File: src/rtl/uart_tx_scheduler.sv
// uart_tx_scheduler: shares one UART transmitter between a 1-byte register-file
// read source and a 2-byte ALU result source. Each source has a one-entry
// holding slot. Full slots are granted round-robin, and every frame byte goes
// through the TX parallel-load handshake with a busy-rise timeout.
module uart_tx_scheduler #(
    parameter int DATA_WIDTH = 8,
    parameter int TIMEOUT    = 64,
    parameter int TO_WIDTH   = 7
) (
    input  logic                      CLK,
    input  logic                      RST,
    input  logic [DATA_WIDTH-1:0]     RD_DATA,
    input  logic                      RD_VALID,
    output logic                      RD_READY,
    input  logic [2*DATA_WIDTH-1:0]   ALU_OUT,
    input  logic                      ALU_VALID,
    output logic                      ALU_READY,
    input  logic                      TX_BUSY,
    output logic [DATA_WIDTH-1:0]     TX_P_DATA,
    output logic                      TX_D_VALID,
    output logic                      OVF,
    output logic                      TO_ERR
);

    typedef enum logic [1:0] {
        IDLE,
        LOAD,
        DRAIN
    } state_e;

    localparam logic SRC_RD = 1'b0;

    state_e                    state_q, state_d;
    logic                      rdEmpty_q, rdEmpty_d;
    logic                      aluEmpty_q, aluEmpty_d;
    logic [DATA_WIDTH-1:0]     rdData_q, rdData_d;
    logic [2*DATA_WIDTH-1:0]   aluData_q, aluData_d;
    logic                      ptr_q, ptr_d;
    logic [2*DATA_WIDTH-1:0]   frame_q, frame_d;
    logic                      twoByte_q, twoByte_d;
    logic                      idx_q, idx_d;
    logic [TO_WIDTH-1:0]       cnt_q, cnt_d;
    logic                      txValid_q, txValid_d;
    logic [DATA_WIDTH-1:0]     txData_q, txData_d;
    logic                      ovf_q, ovf_d;
    logic                      toErr_q, toErr_d;
    logic                      grantRd, grantAlu;
    logic [DATA_WIDTH-1:0]     curByte;

    assign curByte = idx_q ? frame_q[2*DATA_WIDTH-1:DATA_WIDTH] : frame_q[DATA_WIDTH-1:0];

    // Holding slots: load on a strobe into an empty slot, drop (and flag overflow) otherwise, empty on grant
    always_comb begin
        rdEmpty_d  = rdEmpty_q;
        rdData_d   = rdData_q;
        aluEmpty_d = aluEmpty_q;
        aluData_d  = aluData_q;
        if (grantRd) begin
            rdEmpty_d = 1'b1;
        end
        if (grantAlu) begin
            aluEmpty_d = 1'b1;
        end
        if (RD_VALID && rdEmpty_q) begin
            rdEmpty_d = 1'b0;
            rdData_d  = RD_DATA;
        end
        if (ALU_VALID && aluEmpty_q) begin
            aluEmpty_d = 1'b0;
            aluData_d  = ALU_OUT;
        end
        ovf_d = (RD_VALID && !rdEmpty_q) || (ALU_VALID && !aluEmpty_q);
    end

    // Arbitration and per-byte load/drain sequencing; outputs are computed here and registered below
    always_comb begin
        state_d   = state_q;
        ptr_d     = ptr_q;
        frame_d   = frame_q;
        twoByte_d = twoByte_q;
        idx_d     = idx_q;
        cnt_d     = cnt_q;
        txValid_d = 1'b0;
        txData_d  = txData_q;
        toErr_d   = 1'b0;
        grantRd   = 1'b0;
        grantAlu  = 1'b0;
        case (state_q)
            IDLE: begin
                if (!TX_BUSY) begin
                    if (!rdEmpty_q && !aluEmpty_q) begin
                        if (ptr_q == SRC_RD) begin
                            grantRd = 1'b1;
                        end else begin
                            grantAlu = 1'b1;
                        end
                        ptr_d = ~ptr_q;
                    end else if (!rdEmpty_q) begin
                        grantRd = 1'b1;
                    end else if (!aluEmpty_q) begin
                        grantAlu = 1'b1;
                    end
                end
                if (grantRd) begin
                    frame_d   = {{DATA_WIDTH{1'b0}}, rdData_q};
                    twoByte_d = 1'b0;
                end
                if (grantAlu) begin
                    frame_d   = aluData_q;
                    twoByte_d = 1'b1;
                end
                if (grantRd || grantAlu) begin
                    idx_d   = 1'b0;
                    cnt_d   = '0;
                    state_d = LOAD;
                end
            end
            LOAD: begin
                if (TX_BUSY) begin
                    state_d = DRAIN;
                end else if (cnt_q == TO_WIDTH'(TIMEOUT - 1)) begin
                    toErr_d = 1'b1;
                    state_d = IDLE;
                end else begin
                    txValid_d = 1'b1;
                    txData_d  = curByte;
                    if (txValid_q) begin
                        cnt_d = cnt_q + TO_WIDTH'(1);
                    end
                end
            end
            DRAIN: begin
                if (!TX_BUSY) begin
                    if (twoByte_q && !idx_q) begin
                        idx_d   = 1'b1;
                        cnt_d   = '0;
                        state_d = LOAD;
                    end else begin
                        state_d = IDLE;
                    end
                end
            end
            default: begin
                state_d = IDLE;
            end
        endcase
    end

    // State, slot and output registers; reset abandons any frame in progress
    always_ff @(posedge CLK or posedge RST) begin
        if (RST) begin
            state_q    <= IDLE;
            rdEmpty_q  <= 1'b1;
            aluEmpty_q <= 1'b1;
            rdData_q   <= '0;
            aluData_q  <= '0;
            ptr_q      <= SRC_RD;
            frame_q    <= '0;
            twoByte_q  <= 1'b0;
            idx_q      <= 1'b0;
            cnt_q      <= '0;
            txValid_q  <= 1'b0;
            txData_q   <= '0;
            ovf_q      <= 1'b0;
            toErr_q    <= 1'b0;
        end else begin
            state_q    <= state_d;
            rdEmpty_q  <= rdEmpty_d;
            aluEmpty_q <= aluEmpty_d;
            rdData_q   <= rdData_d;
            aluData_q  <= aluData_d;
            ptr_q      <= ptr_d;
            frame_q    <= frame_d;
            twoByte_q  <= twoByte_d;
            idx_q      <= idx_d;
            cnt_q      <= cnt_d;
            txValid_q  <= txValid_d;
            txData_q   <= txData_d;
            ovf_q      <= ovf_d;
            toErr_q    <= toErr_d;
        end
    end

    assign RD_READY   = rdEmpty_q;
    assign ALU_READY  = aluEmpty_q;
    assign TX_P_DATA  = txData_q;
    assign TX_D_VALID = txValid_q;
    assign OVF        = ovf_q;
    assign TO_ERR     = toErr_q;

endmodule

File: config.mk
export PLATFORM = sky130hd
export DESIGN_NAME = uart_tx_scheduler
export DESIGN_NICKNAME = d
export VERILOG_FILES = /design/src/rtl/uart_tx_scheduler.sv
export SDC_FILE = /design/constraint.sdc
export NUM_CORES = 1
export LEC_CHECK = 0
export ABC_AREA = 0
export BUFFER_PORTS_ARGS = -buffer_cell sky130_fd_sc_hd__buf_2
export CAP_MARGIN = 20
export CORE_MARGIN = 5
export CORE_UTILIZATION = 35
export CTS_CLUSTER_DIAMETER = 100
export CTS_CLUSTER_SIZE = 30
export DETAILED_ROUTE_END_ITERATION = 16
export PLACE_DENSITY = 0.61
export SLEW_MARGIN = 20
export SYNTH_ARGS = -nofsm -noshare
export SYNTH_HDL_FRONTEND = slang
export SYNTH_SLANG_ARGS = --single-unit
export TNS_END_PERCENT = 10
File: constraint.sdc
create_clock -name CLK -period 2.5 [get_ports CLK]
set_input_delay 0.375 -clock CLK [delete_from_list [all_inputs] [get_ports CLK]]
set_output_delay 0.375 -clock CLK [all_outputs]
set_load 0.02 [all_outputs]
# Word-level counts from Yosys, hierarchy flattened
# Cells that the tools add are included.
totals:
  inputBits: 29
  regBits: 65
op_classes:
  n_reduce_logical: 23
  mux: 45
  bitwise: 3
  n_eq_ne: 10
  n_addsub: 1
op_table:
  columns: ["cell", "count"]
  rows:
  - ["$mux W7", 6]
  - ["$mux W16", 2]
  - ["$mux W1", 29]
  - ["$pmux W7 S3", 1]
  - ["$ne A2 B2 Y1 const B", 6]
  - ["$reduce_and A3 Y1", 3]
  - ["$mux W2", 4]
  - ["$mux W8", 1]
  - ["$reduce_bool A2 Y1", 4]
  - ["$add A7 B1 Y7 const B", 1]
  - ["$eq A7 B6 Y1 const B", 1]
  - ["$reduce_and A7 Y1", 1]
  - ["$logic_and A1 B1 Y1", 6]
  - ["$pmux W2 S3", 1]
  - ["$reduce_and A4 Y1", 1]
  - ["$logic_not A1 Y1", 3]
  - ["$ne A3 B3 Y1 const B", 1]
  - ["$not A1 Y1", 3]
  - ["$reduce_bool A3 Y1", 1]
  - ["$eq A2 B1 Y1 const B", 1]
  - ["$eq A2 B2 Y1 const B", 1]
  - ["$logic_not A2 Y1", 1]
  - ["$logic_or A1 B1 Y1", 2]
  - ["$pmux W1 S2", 1]
  - ["$reduce_and A2 Y1", 1]

# Longest topological paths before layout
# Gate-level depths: netlist of run 1.
logic_depth:
  word_depth: 8
  ltp_mapped: 7

# Worst setup path after synthesis of run 1
# Ideal clock, no wire load.
synth_path:
  path_kind: "reg-to-reg"
  start: "register rdEmpty_q, in the netlist RD_READY"
  end: "register frame_q[11]"
  slack_ns: 0.774
  stages_incl_launch_ff: 8
  arrival_time_ns: 1.660
  path_buffers: 3
  setup_time_ns: 0.066
  path_cell_list: "dfstp_2 -> clkbuf_1 -> nor2_1 -> nor3_1 -> buf_2 -> and2_1 -> buf_2 -> a22o_1"
synth_via:
  elab_chain_cells: 7
  elab_cells_between_ends: 13
  cone_classes: "mux: 9; reduce/logical: 4"
synth_rtl:
  columns: ["item", "line_no", "text"]
  rows:
  - ["from (decl)", "34", "logic rdEmpty_q, rdEmpty_d;"]
  - ["from (signal assigned)", "168", "rdEmpty_q <= rdEmpty_d;"]
  - ["$logic_not A1 Y1", null, null]
  - ["$logic_and A1 B1 Y1", "91", "if (!rdEmpty_q && !aluEmpty_q) begin"]
  - ["$mux W1", "91", null]
  - ["$mux W1", "90", "if (!TX_BUSY) begin"]
  - ["$mux W1", "88", "case (state_q)"]
  - ["$reduce_bool A2 Y1 (no line)", null, null]
  - ["$reduce_and A2 Y1 (no line)", null, null]
  - ["to (signal assigned)", "173", "frame_q <= frame_d;"]
  - ["to (decl)", "39", "logic [2*DATA_WIDTH-1:0] frame_q, frame_d;"]
# Parallel ways exist; a longest one is shown, timed or not. The select of a mux whose other input is x is not followed.
# A chain may end at the register's enable or synchronous reset.

# Worst setup path in the final report of run 1
layout_path:
  start: "register state_q[1]"
  end: "register frame_q[8]"
layout_via:
  elab_chain_cells: 2
layout_rtl:
  columns: ["item", "line_no", "text"]
  rows:
  - ["from (decl)", "33", "state_e state_q, state_d;"]
  - ["from (signal assigned)", "167", "state_q <= state_d;"]
  - ["$logic_not A2 Y1", "88", null]
  - ["$reduce_and A2 Y1 (no line)", null, null]
# Every way passes these cells.

==> results of run 1 <==
## power groups by stage
stage               clock, mW  sequential (mW)  combinational [mW]
CTS                     0.906             1.79                1.08
finish                  0.884             1.79                1.06
global route            0.951             1.85                1.20
global placement            0             1.80                1.05
floorplan                   0             1.77               0.816
detailed placement          0             1.81                1.08
## metrics by stage
stage                     utilization, %  hold WS, ps
after detailed placement           39.79        457.0
after global routing               42.33        117.8
final                              42.33        83.97
after CTS                          42.33        91.60
after global placement             39.79        456.0
after floorplan                        -        454.9
## area by class of cell
type                       count  area [um^2]  share of cell area, %
multi-input combinational    139         1025                  31.49
tap                          102        127.6                  3.922
clock inverter                 3        40.04                  1.230
inverter                       8        30.03                 0.9227
timing repair buffer          45        247.7                  7.612
sequential                    65         1629                  50.06
clock buffer                  12        155.1                  4.767
## worst max-delay path, cell delays in order (launching register included)
cell and delay, ps:
dfrtp_1 460, or3_1 440, nand2b_1 560, a22o_1 360
## flip-flops by register name, summed over array words and instances (netlist names), 2 cells and up
register and cells:
TX_P_DATA 8, cnt_q 7, state_q 2, frame_q 16
rdData_q 8, aluData_q 16
## cell families (layout without fill, tap and decap cells)
group	count (synthesis)	in the layout	synth area share [%]
compound gates	46	46	11.46
xor+xnor	2	2	0.6368
fa+ha+maj	1	1	0.4547
buf+inv	22	68	3.547
flops	65	65	59.21
mux	42	42	16.37
simple gates	48	48	8.323
## layout by cell type (no fill, tap or decap), types with 2 or more instances in the layout
cell type,n
a21boi_0,2
nand2_1,25
dfstp_2,2
buf_2,41
a21o_1,2
buf_4,3
a31oi_1,4
o22ai_1,2
nor2_1,5
a22o_1,8
a21oi_1,4
o21ai_1,16
a2bb2oi_1,2
clkbuf_8,11
inv_2,2
mux2_1,24
and3_1,2
o21ai_0,2
inv_1,6
nor3_1,4
mux2i_1,18
nand2b_1,3
clkinv_2,2
dfrtp_1,63
## worst max path at each step
stage / cells past startpoint / slack, ps / start / end
final: 3 / 560 / state_q[1]$_DFFE_PP0P_ / frame_q[8]$_DFFE_PP0P_
after floorplan: 1 / 500 / RST / OVF$_DFF_PP0_
after global routing: 4 / 420 / state_q[1]$_DFFE_PP0P_ / frame_q[3]$_DFFE_PP0P_
after detailed placement: 4 / 550 / TX_BUSY / frame_q[14]$_DFFE_PP0P_
after CTS: 3 / 560 / state_q[1]$_DFFE_PP0P_ / frame_q[8]$_DFFE_PP0P_
after global placement: 4 / 570 / TX_BUSY / frame_q[9]$_DFFE_PP0P_
## layer usage
| layer | GRT usage (%) | vias to the layer above |
|---|---|---|
| li1 | - | 879 |
| met1 | 15.61 | 852 |
| met2 | 16.80 | 41 |
| met3 | 3.963 | 9 |
| met4 | 5.357 | 0 |
| met5 | 0 | - |
==> results.md, run 1 <==
- CTS tree: done
- VDD IR max: 439.7 uV
- Initial antenna violation count: 0
- Clk buf depth: 2
- Critical path class: reg2reg
- Post-layout nets: 298
- Area after DPL: 3059 um^2
- Initial DRC Count: 51
- Largest net degree at the start of global routing: 26
- Number of max-cap violations: 0
- Gpl congestion: 0.7467
- # hold bufs at CTS: 0
- Vias in the first global route: 1795
- Top routing layer used: met4
- Net switching power: 1.234 mW
- Critical Path End Type: flip-flop
- First-pass GRT wire length: 8873 um
- Crit path launch type: flip-flop
- Final setup margin: 565.0 ps
- Rows: 32
- Drt wl/cell: 13.93 um
- Core region area: 7687 um^2
- Total Wirelength: 5209 um
- Post-synth top area cell: dfrtp_1
- Drt drc: 0
- Relative slew slack: 43.04%
- Synth area leaders: dfrtp_1 (57%), mux2_1 (9.8%), mux2i_1 (6.5%)
- Switch share: 33.05%
- FF-to-FF Start: state_q[1]$_DFFE_PP0P_
- Min cycle time layout: 1935 ps
- Clock slew at reported path FFs: 70 ps
- Syn avg cell area: 12.17 um^2
- Most frequent cell after synthesis: dfrtp_1
- Design area: 3254 um^2
- Final Hold Vio Count: 0
- CP arrival: 2160 ps
- Asr flop ratio synth: 100.0%
- Placed insts: 359
- Post-synthesis sequential area ratio: 59.21%
- Post-CTS Resized: 0
- Fmax: 516.8 MHz
- Top Ports: 42
- Tcrit/Tclk final: 77.40%
- Post-synthesis cell type count: 39
- Post-Syn Instances: 226
- Pwr/cell area: 1147 nW/um^2
- Final Max Slew Viols: 0
- Synth top area share: 57.30%
- Post-synth top cells: dfrtp_1 (63), nand2_1 (25), mux2_1 (24)
- Syn Nets: 256
- Place WS: 547.5 ps
- Worst Skew: 7.478 ps
- Sink Count: 65
- Metal-1 WL: 2629 um
- Num CTS Buffers: 9
- Layout cell share with drive strength beyond 1: 24.26%
- Final setup fails: 0
- Fillers: 756
- Non-filler cells, final: 374
- Root Buffer: clkbuf_8
- Clk network pwr share: 23.7%
- Critical path required time: 2720 ps
- EDFF count, synth: 0
- Power Internal: 2.500 mW
- Die H: 98.66 um
- Initial Utilization: 35.79%
- Port Buffer Count: 41
- Gr ovfl total: 0
- Post-route antenna net violation count: 0
- Status: completed
- Flop2flop setup slack: 560 ps
- R2R cell count: 3
- Met3 wire length: 195 um
- Reg-to-Reg End: frame_q[8]$_DFFE_PP0P_
- P_leak: 1.506 nW
- Overall Power: 3.734 mW
- DR vias/cell: 4.762
- Crit-path max FO: 25
- Post-CTS setup buffers: 0
- Antenna Diode Count: 0
- Synthesis-to-finish area growth: 18.28%
- Post-route setup TNS: 0 ps
- Mapped cell area: 2751 um^2
- H-tree depth: 3
- Ys Warns: 0
- WL met2: 2276 um
- Worst-Margin Slew: 854.4 ps
- Post-DP HPWL: 3706 um
- Die Wd: 98.66 um
- Power share of the combinational group: 28.4%
- Clk_lat worst skew: 340 ps
- FF+latch count, synth: 65
- Die area: 9734 um^2
- RSZ-0062 raised after global routing: false
- HP Class: in2async
- Sequential Power Share: 47.9%
- GR Util All Layers: 11.58%
- Ys flop type: dfrtp_1
- Detailed-route via count: 1781
- Number of detailed-route iterations in the first pass: 6
Note: power is estimated with default switching activity, not from simulation.
==> run 2, diff against run 1 <==
- clock period: 2.5 -> 1.9 ns (I/O delays scaled with it)
==> run 2 against run 1 <==
Against the previous run: wire length decreased by 2.2%; die area stayed put; worst setup slack worse by 410 ps; flip-flop and latch count unchanged; clock-buffer cell count grew 2; design area up 2.5%; global-route usage shrank 0.090 points; clock power up 37%; non-clock buffer count grew 8; largest power group unchanged.
==> results.md, run 2 (synthesis results as in run 1) <==
- Status: completed
- Most frequent cells in the layout: dfrtp_1 (63), buf_2 (41), nand2_1 (25)
- Min cycle time layout: 1742 ps (-192.7 ps)
- Largest net degree at the start of global routing: 27 (+3.8%)
- Final core utilization: 43.38% (+1.0 points)
- H-tree depth: 3 (unchanged)
- Slowest stage delay, CP: 520 ps (-40 ps)
- First-pass GRT wire length: 8852 um (-0.24%)
- DR vias/cell: 4.681 (-1.7%)
- Final Max Slew Viols: 0 (unchanged)
- M2 GR Usage: 16.48% (-0.31 points)
- Clk_lat worst skew: 340 ps (about the same)
- Non-filler cells, final: 383 (+2.4%)
- Die H: 98.66 um (unchanged)
- Post-route antenna net violation count: 0 (unchanged)
- Gpl congestion: 0.7291 (-2.4%)
- Top Ports: 42 (unchanged)
- Initial Utilization: 35.79% (unchanged)
- Rows: 32 (unchanged)
- Worst Skew: 7.435 ps (-0.04277 ps)
- Placed insts: 366 (+1.9%)
- Commonest non-fill, non-tap cell in the layout: dfrtp_1
- Post-route setup TNS: 0 ps (unchanged)
- HP Class: in2reg
- P_leak: 1.543 nW (+2.4%)
- Overall Power: 4.984 mW (+33%)
- Worst path cell trace: ha_1 > nand3_2 > or4b_1 > and3_2 > a31oi_1
- CTS tree: done
- Port Buffer Count: 41 (unchanged)
- Layout cell share with drive strength beyond 1: 26.33% (+2.1 points)
- Crit path launch type: flip-flop
- Root Buffer: clkbuf_8
- Fmax: 574.0 MHz (+11%)
- Final setup fails: 0 (unchanged)
- Met1 GRT Util: 15.65% (+0.045 points)
- Gr ovfl total: 0 (unchanged)
- Worst-Margin Slew: 484.4 ps (-370.0 ps)
- Relative slew slack: 67.64% (+25 points)
- Num CTS Buffers: 9 (unchanged)
- Drt wl/cell: 13.30 um (-4.5%)
- Post-layout nets: 306 (+2.7%)
- Synthesis-to-finish area growth: 21.19%
- Pwr/cell area: 1495 nW/um^2 (+30%)
- Antenna Diode Count: 0 (unchanged)
- Sink Count: 65 (unchanged)
- Gr busiest metal: met2
- Drt drc: 0 (unchanged)
- Number of detailed-route iterations in the first pass: 4 (-2)
- Final Hold Vio Count: 0 (unchanged)
- CP arrival: 2000 ps (-160 ps)
- GR Util All Layers: 11.49% (-0.090 points)
- Detailed-route via count: 1793 (+0.67%)
- Clk buf depth: 2 (unchanged)
- Core region area: 7687 um^2 (unchanged)
- Biggest regs: aluData_q (16), frame_q (16)
- Design area: 3334 um^2 (+2.5%)
- Critical path class: reg2reg
- Die area: 9734 um^2 (unchanged)
- VDD IR max: 703.9 uV (+60%)
- Post-DP HPWL: 3719 um (+0.36%)
- Met3 Use GR: 3.185% (-0.78 points)
- RSZ-0062 raised after global routing: false
- Number of max-cap violations: 0 (unchanged)
- Area after DPL: 3115 um^2 (+1.8%)
- Vias in the first global route: 1888 (+5.2%)
- Tcrit/Tclk final: 91.70% (+14 points)
- Crit-path max FO: 7 (-72%)
- Initial antenna violation count: 0 (unchanged)
- Initial DRC Count: 96 (+88%)
- Crit-path slowest cell: or4b_1
- Total Wirelength: 5094 um (-2.2%)
- Critical Path End Type: flip-flop
- Critical path required time: 2160 ps (-560 ps)
- Die Wd: 98.66 um (unchanged)
- Clock slew at reported path FFs: 70 ps (about the same)
run 2: cell count changes in the layout (fill, tap and decap cells not counted):
cell | previous run | this run
and3_1 | 2 | 1
inv_2 | 2 | 1
buf_4 | 3 | 10
clkinvlp_4 | 0 | 1
clkinv_2 | 2 | 1
dlygate4sd3_1 | 0 | 1
clkbuf_1 | 1 | 2
and3_2 | 0 | 1
clkbuf_8 | 11 | 12
run 2: power by group:
part	switching (mW)	total, mW	internal [mW]
Combinational	0.778	1.48	0.699
Clock	0.498	1.21	0.713
Sequential	0.334	2.30	1.96
Total	1.61	4.98	3.37
run 2: area by class of cell:
| class | instances | area [um^2] |
|---|---|---|
| repair buffers | 53 | 310.3 |
| multi-input cells | 139 | 1026 |
| clock buffers | 14 | 172.7 |
| clock inverters | 2 | 35.03 |
| flip-flops and latches | 65 | 1629 |
| inverters | 8 | 33.78 |
| fillers | 746 | 4353 |
| well taps | 102 | 127.6 |
run 2: path summary, 6_finish.rpt:
path / to / cells past startpoint / start / slack (ps)
worst max-delay path: cnt_q[2]$_DFFE_PP0P_ / 5 / cnt_q[0]$_DFFE_PP0P_ / 160
worst min-delay path: rdData_q[7]$_DFFE_PP0P_ / 2 / RD_DATA[7] / 160
worst max register to register: cnt_q[2]$_DFFE_PP0P_ / 5 / cnt_q[0]$_DFFE_PP0P_ / 160
worst min register to register: TX_P_DATA[6]$_DFFE_PP0P_ / 2 / TX_P_DATA[6]$_DFFE_PP0P_ / 480
max in group asynchronous: RD_READY$_DFFE_PP1P_ / 4 / RST / 800
min in group asynchronous: TX_P_DATA[5]$_DFFE_PP0P_ / 3 / RST / 530
run 2: critical path: cells and delay by family (launching register included):
kind / cells / cell delay [ps]
AO/OA/AOI/OAI: 1 / 180
adder cells (fa/ha/maj): 1 / 200
flip-flops: 1 / 380
AND/OR/NAND/NOR: 3 / 890
run 2: timing repair:
action                                  CTS  global route
hold buffers                              1             0
endpoints found under the setup margin    0             1
setup buffers                             0             0
hold endpoints to repair                 19             0
resized for setup                         0             1
run 2: metal layers:
layer | routed length (um) | share of wire (%)
met1 | 2578 | 51
met2 | 2211 | 43
met3 | 167 | 3.3
met4 | 137 | 2.7
met5 | 0 | 0
run 2: per-stage QoR:
stage	setup slack (ps)	hold WS (ps)
floorplan	173.8	416.7
global placement	190.3	341.4
detailed placement	136.0	344.6
CTS	115.2	140.6
global route	25.01	141.2
finish	157.7	159.0
==> run 3, diff against run 2 <==
- ABC_AREA: 0 -> 1
- PLACE_DENSITY: 0.61 -> 0.64
==> run 3 against run 2 <==
Against the previous run: final cell count rose by 30%; area after synthesis increased by 4.0%; wire length is 24% higher; first-iteration DRC count is 6.3% higher; highest routed layer unchanged.
==> results.md, run 3 <==
- Die area: 10080 um^2 (+3.6%)
- Ys flop type: dfrtp_1
- Ys Warns: 0 (unchanged)
- Clock slew at reported path FFs: 70 ps (about the same)
- P_leak: 1.703 nW (+10%)
- Post-route antenna net violation count: 0 (unchanged)
- Final Hold Vio Count: 0 (unchanged)
- CTS tree: done
- Setup crit start: ALU_READY$_DFFE_PP1P_
- Critical path class: reg2reg
- Port Buffer Count: 41 (unchanged)
- Clk buf depth: 2 (unchanged)
- Core region area: 8093 um^2 (+5.3%)
- Detailed-route via count: 2309 (+29%)
- HP Class: in2reg
- Die H: 100.4 um (+1.8%)
- Post-route setup TNS: 0 ps (unchanged)
- H-tree depth: 3 (unchanged)
- Gpl congestion: 0.8244 (+13%)
- Biggest regs: aluData_q (16), frame_q (16)
- Place WS: 339.3 ps (+203.3 ps)
- Initial DRC Count: 102 (+6.3%)
- RSZ-0062 raised after global routing: false
- Synthesis-to-finish area growth: 18.10%
- Crit path launch type: flip-flop
- Synth top area share: 55.09% (-2.2 points)
- Synth area leaders: dfrtp_1 (55%), nand2_1 (17%), inv_1 (3.7%)
- Antenna Diode Count: 0 (unchanged)
- Num CTS Buffers: 9 (unchanged)
- Number of max-cap violations: 0 (unchanged)
- Total Wirelength: 6339 um (+24%)
- FF+latch count, synth: 65 (unchanged)
- FF-to-FF Start: ALU_READY$_DFFE_PP1P_
- Placed insts: 480 (+31%)
- Post-synth top area cell: dfrtp_1
- Post-synthesis cell type count: 29 (-26%)
- CP arrival: 1790 ps (-210 ps)
- Fmax: 651.0 MHz (+13%)
- Final Max Slew Viols: 0 (unchanged)
- Root Buffer: clkbuf_8
- Asr flop ratio synth: 100.0% (unchanged)
- Critical path required time: 2150 ps (about the same)
- Relative slew slack: 65.16% (-2.5 points)
- Worst Skew: 9.921 ps (+2.486 ps)
- Crit-path max FO: 19 (+12)
- EDFF count, synth: 0 (unchanged)
- Number of detailed-route iterations in the first pass: 4 (unchanged)
- Post-synthesis sequential area ratio: 56.93% (-2.3 points)
- Fillers: 865 (+16%)
- Post-Synth XOR/XNOR Area: 0.3061% (-0.33 points)
- Tcrit/Tclk final: 80.85% (-11 points)
- Mapped cell area: 2861 um^2 (+4.0%)
- Most frequent cells in the layout: nand2_1 (132), dfrtp_1 (63), buf_2 (41)
- Rows: 33 (+3.1%)
- Min cycle time layout: 1536 ps (-206.1 ps)
- Final setup margin: 363.8 ps (+206.1 ps)
- Pwr/cell area: 1598 nW/um^2 (+6.9%)
- Post-CTS Resized: 0 (unchanged)
- Initial Utilization: 35.36% (-0.43 points)
- Layout cell share with drive strength beyond 1: 20.66% (-5.7 points)
- GR Util All Layers: 13.82% (+2.3 points)
- Simple logic cell fraction of the synthesized area: 25.62% (+17 points)
- Die Wd: 100.4 um (+1.8%)
- First-pass GRT wire length: 10930 um (+23%)
- Critical Path End Type: flip-flop
- Post-layout nets: 417 (+36%)
- Initial antenna violation count: 0 (unchanged)
- Post-Synth Adder-Cell Area: 0.4373% (-0.017 points)
- DR vias/cell: 4.646 (-0.76%)
- Gr ovfl total: 0 (unchanged)
- Post-Syn Instances: 336 (+49%)
- Post-synthesis mux area share: 0% (-16 points)
- Reg area: 1629 um^2 (unchanged)
- Syn avg cell area: 8.516 um^2 (-30%)
- Footprint of the multi-input gates: 1055 um^2 (+2.8%)
- Post-DP HPWL: 4642 um (+25%)
- Clk_lat worst skew: 340 ps (about the same)
- Synth Area in Compound Gates: 10.49% (-0.97 points)
- Final setup fails: 0 (unchanged)
- Commonest non-fill, non-tap cell in the layout: nand2_1
- Drt wl/cell: 12.75 um (-4.1%)
- Top Ports: 42 (unchanged)
- Status: completed
- Post-synth top cells: nand2_1 (132), dfrtp_1 (63), inv_1 (28)
- Most frequent cell after synthesis: nand2_1
- Vias in the first global route: 2316 (+23%)
- VDD IR max: 518.5 uV (-26%)
- Largest net degree at the start of global routing: 32 (+19%)
- Hold_sp: ALU_OUT[7]
- Drt drc: 0 (unchanged)
- Largest family of logic cells by synthesized area: simple AND/OR/NAND/NOR gates
- Worst-Margin Slew: 521.5 ps (+37.14 ps)
- Sink Count: 65 (unchanged)
- Syn Nets: 366 (+43%)
- Non-filler cells, final: 497 (+30%)
[run 3: cell families after synthesis]
| kind of cell | after synthesis |
|---|---|
| xor+xnor | 1 |
| flops | 65 |
| simple gates | 174 |
| compound gates | 53 |
| fa+ha+maj | 1 |
| buf+inv | 42 |
[run 3: per-layer routing]
layer  track usage [%]  wire [um]
met5                 0          0
met4             7.876        175
met3             2.502        207
met2             20.39       2853
met1             19.06       3102
[run 3: layout make-up]
| cell class | instances | area share, % |
|---|---|---|
| clock inverter | 5 | 0.9626 |
| tap | 105 | 3.887 |
| inverter | 35 | 3.999 |
| clock buffer | 11 | 3.887 |
| multi-input combinational | 229 | 31.21 |
| sequential | 65 | 48.20 |
| timing repair buffer | 47 | 7.849 |
[run 3: worst paths after layout]
check                                       endpoint  slack [ps]  depth (start not counted)
max                        aluData_q[12]$_DFFE_PP0P_         360                          5
min                         aluData_q[7]$_DFFE_PP0P_         130                          3
max reg2reg                aluData_q[12]$_DFFE_PP0P_         360                          5
min reg2reg                  rdData_q[6]$_DFFE_PP0P_         480                          2
max in group asynchronous      ALU_READY$_DFFE_PP1P_         800                          4
min in group asynchronous  aluData_q[13]$_DFFE_PP0P_         520                          3
[run 3: worst max-delay path, cell delays in order (launching register included)]
cell     delay, ps
dfstp_2        570
nand2_1        200
inv_1          240
buf_4          250
nand2_1         80
o21ai_0         90
[run 3: repair_timing]
item                                   in CTS  in global routing
endpoints found under the hold margin      19                  0
buffers inserted                            0                  0
hold buffers                                1                  0
[run 3: per-stage QoR]
| stage | utilization [%] | area [um^2] | total power, mW | hold slack [ps] |
|---|---|---|---|---|
| global placement | 39.61 | 3206 | 4.359 | 347.9 |
| floorplan | - | 2865 | 3.845 | 358.5 |
| detailed placement | 39.61 | 3206 | 4.438 | 352.2 |
| finish | 41.76 | 3379 | 5.400 | 132.1 |
| CTS | 41.76 | 3379 | 5.450 | 124.4 |
| global route | 41.76 | 3379 | 5.859 | 132.8 |
[run 3: where the power goes]
group	internal (mW)	total, mW	switching, mW	leakage (nW)
Combinational	0.713	2.08	1.37	0.815
Clock	0.469	1.00	0.532	0.0753
Sequential	1.98	2.32	0.334	0.812
